<file path="config.mk">
export PLATFORM = sky130hd
export DESIGN_NAME = pll_lock_reset_seq
export DESIGN_NICKNAME = d
export VERILOG_FILES = /design/src/rtl/pll_lock_reset_seq.sv
export SDC_FILE = /design/constraint.sdc
export NUM_CORES = 1
export LEC_CHECK = 0
export CORE_MARGIN = 2
export CORE_UTILIZATION = 30
export CTS_BUF_LIST = sky130_fd_sc_hd__clkbuf_16
export DETAILED_ROUTE_END_ITERATION = 10
export GPL_TIMING_DRIVEN = 0
export MAX_ROUTING_LAYER = met4
export PLACE_DENSITY = 0.49
export SETUP_SLACK_MARGIN = 0.15
export SLEW_MARGIN = 10
export SYNTH_ARGS = -nofsm -noshare
export SYNTH_HDL_FRONTEND = slang
export SYNTH_SLANG_ARGS = --single-unit
</file>
<file path="constraint.sdc">
create_clock -name clk -period 1.9 [get_ports clk]
set_clock_uncertainty 0.1 [all_clocks]
set_input_delay 0.57 -clock clk [delete_from_list [all_inputs] [get_ports clk]]
set_output_delay 0.57 -clock clk [all_outputs]
set_load 0.1 [all_outputs]
</file>
<file path="src/rtl/pll_lock_reset_seq.sv">
// Purpose : synchronise PLL lock, qualify it for a stable interval, then release the
//           pixel-domain reset aligned to a divide-by-DIV pixel clock enable.
// Latency : pll_lock -> lock_s 2 cycles; lock loss -> sys_rst high on the 3rd clk edge.
// Backpr. : none; free-running sequencer with no flow control.
module pll_lock_reset_seq #(
  parameter int LOCK_STABLE_CYCLES = 1024,
  parameter int DIV                = 5,
  parameter int LOSS_W             = 8
) (
  input  logic                    clk,
  input  logic                    rst,
  input  logic                    pll_lock,
  input  logic                    clear_cnt,
  output logic                    pix_ce,
  output logic [$clog2(DIV)-1:0]  pix_phase,
  output logic                    sys_rst,
  output logic                    ready,
  output logic [LOSS_W-1:0]       lock_loss_cnt
);

  localparam int PH_W  = $clog2(DIV);
  localparam int CNT_W = $clog2(LOCK_STABLE_CYCLES) + 1;

  localparam logic [PH_W-1:0]   PH_LAST  = PH_W'(DIV - 1);
  localparam logic [CNT_W-1:0]  CNT_LAST = CNT_W'(LOCK_STABLE_CYCLES - 1);
  localparam logic [LOSS_W-1:0] LOSS_MAX = {LOSS_W{1'b1}};

  typedef enum logic [1:0] {
    ST_WAIT_LOCK = 2'd0,
    ST_STABLE    = 2'd1,
    ST_ARM       = 2'd2,
    ST_RUN       = 2'd3
  } state_t;

  // Synchroniser chain; r_lock_s is the only view of the PLL lock the rest of the block uses.
  logic              r_sync1;
  logic              r_lock_s;

  // Pixel phase generator.
  logic [PH_W-1:0]   r_phase;
  logic [PH_W-1:0]   w_phase_nxt;
  logic              r_pix_ce;

  // Sequencer state and stability counter.
  state_t            r_state;
  state_t            w_state_nxt;
  logic [CNT_W-1:0]  r_stab_cnt;
  logic [CNT_W-1:0]  w_stab_cnt_nxt;

  // Lock-loss debug counter.
  logic [LOSS_W-1:0] r_loss_cnt;
  logic              w_lock_fall;

  // Two-flop synchroniser for the asynchronous PLL lock flag.
  always_ff @(posedge clk or posedge rst) begin
    if (rst) begin
      r_sync1  <= 1'b0;
      r_lock_s <= 1'b0;
    end else begin
      r_sync1  <= pll_lock;
      r_lock_s <= r_sync1;
    end
  end

  // lock_s is about to drop on this edge: it is 1 now and the next value entering it is 0.
  assign w_lock_fall = r_lock_s & ~r_sync1;

  // Phase advance with wrap at DIV-1; reset value DIV-1 makes the first post-reset cycle phase 0.
  always_comb begin
    w_phase_nxt = r_phase + PH_W'(1);
    if (r_phase == PH_LAST) begin
      w_phase_nxt = '0;
    end
  end

  // Free-running phase counter and registered pixel enable (high exactly when phase is 0).
  always_ff @(posedge clk or posedge rst) begin
    if (rst) begin
      r_phase  <= PH_LAST;
      r_pix_ce <= 1'b0;
    end else begin
      r_phase  <= w_phase_nxt;
      r_pix_ce <= (w_phase_nxt == '0);
    end
  end

  // Sequencer state and stability counter registers.
  always_ff @(posedge clk or posedge rst) begin
    if (rst) begin
      r_state    <= ST_WAIT_LOCK;
      r_stab_cnt <= '0;
    end else begin
      r_state    <= w_state_nxt;
      r_stab_cnt <= w_stab_cnt_nxt;
    end
  end

  // Next-state logic: any loss of lock_s returns to WAIT_LOCK and forces a full recount;
  // ARM waits for the last phase so that RUN always begins on a pixel-enable cycle.
  always_comb begin
    w_state_nxt    = r_state;
    w_stab_cnt_nxt = '0;
    case (r_state)
      ST_WAIT_LOCK: begin
        if (r_lock_s) begin
          w_state_nxt = ST_STABLE;
        end
      end
      ST_STABLE: begin
        if (!r_lock_s) begin
          w_state_nxt = ST_WAIT_LOCK;
        end else if (r_stab_cnt == CNT_LAST) begin
          w_state_nxt = ST_ARM;
        end else begin
          w_stab_cnt_nxt = r_stab_cnt + CNT_W'(1);
        end
      end
      ST_ARM: begin
        if (!r_lock_s) begin
          w_state_nxt = ST_WAIT_LOCK;
        end else if (r_phase == PH_LAST) begin
          w_state_nxt = ST_RUN;
        end
      end
      ST_RUN: begin
        if (!r_lock_s) begin
          w_state_nxt = ST_WAIT_LOCK;
        end
      end
      default: begin
        w_state_nxt = ST_WAIT_LOCK;
      end
    endcase
  end

  // Saturating lock-loss counter; a clear coincident with a drop keeps that drop.
  always_ff @(posedge clk or posedge rst) begin
    if (rst) begin
      r_loss_cnt <= '0;
    end else if (clear_cnt) begin
      r_loss_cnt <= w_lock_fall ? LOSS_W'(1) : '0;
    end else if (w_lock_fall && (r_loss_cnt != LOSS_MAX)) begin
      r_loss_cnt <= r_loss_cnt + LOSS_W'(1);
    end
  end

  assign pix_ce        = r_pix_ce;
  assign pix_phase     = r_phase;
  assign sys_rst       = (r_state != ST_RUN);
  assign ready         = (r_state == ST_RUN);
  assign lock_loss_cnt = r_loss_cnt;

endmodule

</file>
==> flow_summary.yaml <==
grt:
  overflow: 0
  grt_max_degree: 28
  antenna_found_initial: 0
  grt_pass1_wl_um: 4188
  first_global_vias: 915
  grtUsageTotal_pct: 10.92
finish:
  area_delta_synth_final_pct: 28.90
  fin_nets: 148
  drive_gt1_share_pct: 34.53
  n_antenna_cell: 0
  final_cells: 189
  final_core_util_pct: 40.98
placement:
  place_inst: 185
  portBuffers: 16
  gp_congestion: 0.7505
  dp_hpwl_um: 1684
timing:
  relSlewSlack_pct: 60.13
  min_period_over_period_pct: 90.80
  rsz0062_at_grt: "true"
  hold_viol_final: 0
  max_clock_freq_mhz: 579.7
  setup_viol: 0
  min_period_ns: 1.725
  slew_viol_final: 0
  worstMarginPinSlew_ns: 0.5967
setup_path:
  crit_start: "r_state[1]"
  cp.arrival_ns: 1.06
  end_kind: "output port"
  critPathKind: "register to output port"
  cp_max_fo: 5
  timing.rr.start: "lock_loss_cnt[1]"
  r2r_cells: 5
  start_kind: "register"
  cp.required_ns: 1.23
floorplan:
  dieHeight_um: 69.58
  pin_count: 18
  core_um2: 4058
  die_x_um: 69.58
  dieArea_um2: 4841
  initial_core_util_pct: 31.79
  core.rowCount: 23
clocking:
  clock-sinks: 27
  clk_pin_slew_ns: 0.06
  cts_inserted_buffers: 3
  cts_max_path_buffers: 2
  post-cts-setup-buffers: 0
  cts_tree: "built"
  h-tree-depth: 1
  cts_root_buf: "clkbuf_16"
  cts_hold_buf: 0
  clk_latency_ns: 0.26
logic_synthesis:
  synth_enable_flop_cells: 0
  ys_seq_elements: 27
  seq_area_frac_synth_pct: 52.47
  synth_area_leader_cell: "dfrtp_1"
  async_flop_share_pct: 100.0
  synth_ff_type: "dfrtp_1"
  synth_common_cells: "dfrtp_1 (26), nor2_1 (17), inv_1 (8)"
  syn_area_per_cell_um2: 10.84
  synthCells: 119
  synth_cell_types: 35
  synthesis.area_um2: 1290
  yosysTopAreaCellShare_pct: 50.44
  synth_warnings: 0
  synthTopCellsByArea: "dfrtp_1 (50%), nor2_1 (4.9%), xor2_1 (4.8%)"
  syn_nets: 127
  synth_most_common_cell: "dfrtp_1"
worst_hold_path:
  hp-class: "register to register"
  min_from: "r_sync1"
  holdPathStages: 0
run_status:
  status: "completed"
power:
  ir_drop_mv: 0.3058
  power_leakage_nw: 0.6871
  power_mw: 1.175
  p_per_area_nw_per_um2: 706.7
detailed_routing:
  ant_nets: 0
  wirelength_um: 2388
  drcViolationCount: 0
  vias_per_cell: 4.788
  initialDrtViolationCount: 26
  routed-via-count: 905
  wl_per_cell_um: 12.63
  dr.pass1.iters: 4
job:
  drv_cap: 0
==> layer usage <==
layer | vias up | global-route usage [%] | wire length (um)
li1 | 449 | - | -
met3 | 2 | 2.180 | 48
met5 | - | - | 0
met2 | 11 | 17.31 | 1187
met1 | 443 | 13.89 | 1135
met4 | 0 | 3.922 | 17
==> worst max-delay path: stages, from the launching register on <==
cell and delay, ns:
dfrtp_2 0.46, nand2_8 0.09, clkinvlp_4 0.07, buf_6 0.18
==> path summary, 6_finish.rpt <==
check	end	slack [ns]
max	ready	0.17
min	r_lock_s	0.27
max reg2reg	lock_loss_cnt[5]	0.33
min reg2reg	r_lock_s	0.27
max in group asynchronous	lock_loss_cnt[0]	0.69
min in group asynchronous	r_state[0]	0.62
==> layout by cell type (no fill, tap or decap), types with 2 or more instances in the layout <==
master           synthesis  routed
o21ai_0                  3       3
ha_1                     4       2
inv_1                    8       6
o211ai_1                 2       2
nand2_1                  6       5
nor3_1                   3       3
dfrtp_1                 26      14
clkinvlp_4               0       2
clkbuf_16                0       3
xnor2_1                  5       5
and3_1                   3       3
nand4_1                  4       4
nor2_1                  17      17
a21oi_1                  4       4
nor2b_1                  2       2
xor2_1                   7       7
nand3_2                  3       2
dfrtp_4                  0       2
dfrtp_2                  0      10
buf_6                    1       3
o31ai_1                  2       2
clkdlybuf4s50_1          0       2
or4_1                    2       2
buf_4                    0       9
==> state kept, by name, indices dropped and copies added (netlist names) <==
name	cells
r_stab_cnt	11
r_sync1	1
r_lock_s	1
lock_loss_cnt	8
r_state	2
pix_phase	3
pix_ce	1
==> through the flow <==
stage	TNS, ns	worst slack (ns)	cell area [um^2]	hold WS [ns]
after floorplan	0	0.1331	1349	0.2462
after global placement	-7.040	-0.4745	1572	0.2539
after detailed placement	-8.029	-0.4927	1572	0.2650
after CTS	0	0.06008	1638	0.2814
after global routing	0	0.1419	1663	0.2938
final	0	0.1749	1663	0.2736
==> kinds of logic (layout without fill, tap and decap cells) <==
family          after synthesis  after routing  share of synthesized area [%]
flops                        27             27                          52.47
simple gates                 50             50                          22.11
xor+xnor                     12             12                          8.147
compound gates               14             14                          7.759
buf+inv                      10             30                          3.977
mux                           2              2                          1.649
fa+ha+maj                     4              4                          3.880
==> timing repair <==
item / CTS / global route
resized for setup: 87 / 8
pin swaps: 0 / 1
hold endpoints to repair: 0 / 0
endpoints found under the setup margin: 34 / 14
==> power breakdown <==
part | total, mW | switching, mW | internal (mW)
combinational | 0.0959 | 0.0636 | 0.0323
sequential | 0.608 | 0.0189 | 0.590
clock | 0.471 | 0.187 | 0.284
==> cell type report <==
type	count	area, um^2
clock inverter	1	5.005
tap	50	62.56
buffer	2	21.27
clock buffer	3	75.07
fill	404	2395
timing repair buffer	16	137.6
sequential	27	696.9
inverter	8	37.54
multi-input combinational	82	626.9
Note: power is estimated with default switching activity, not from simulation.
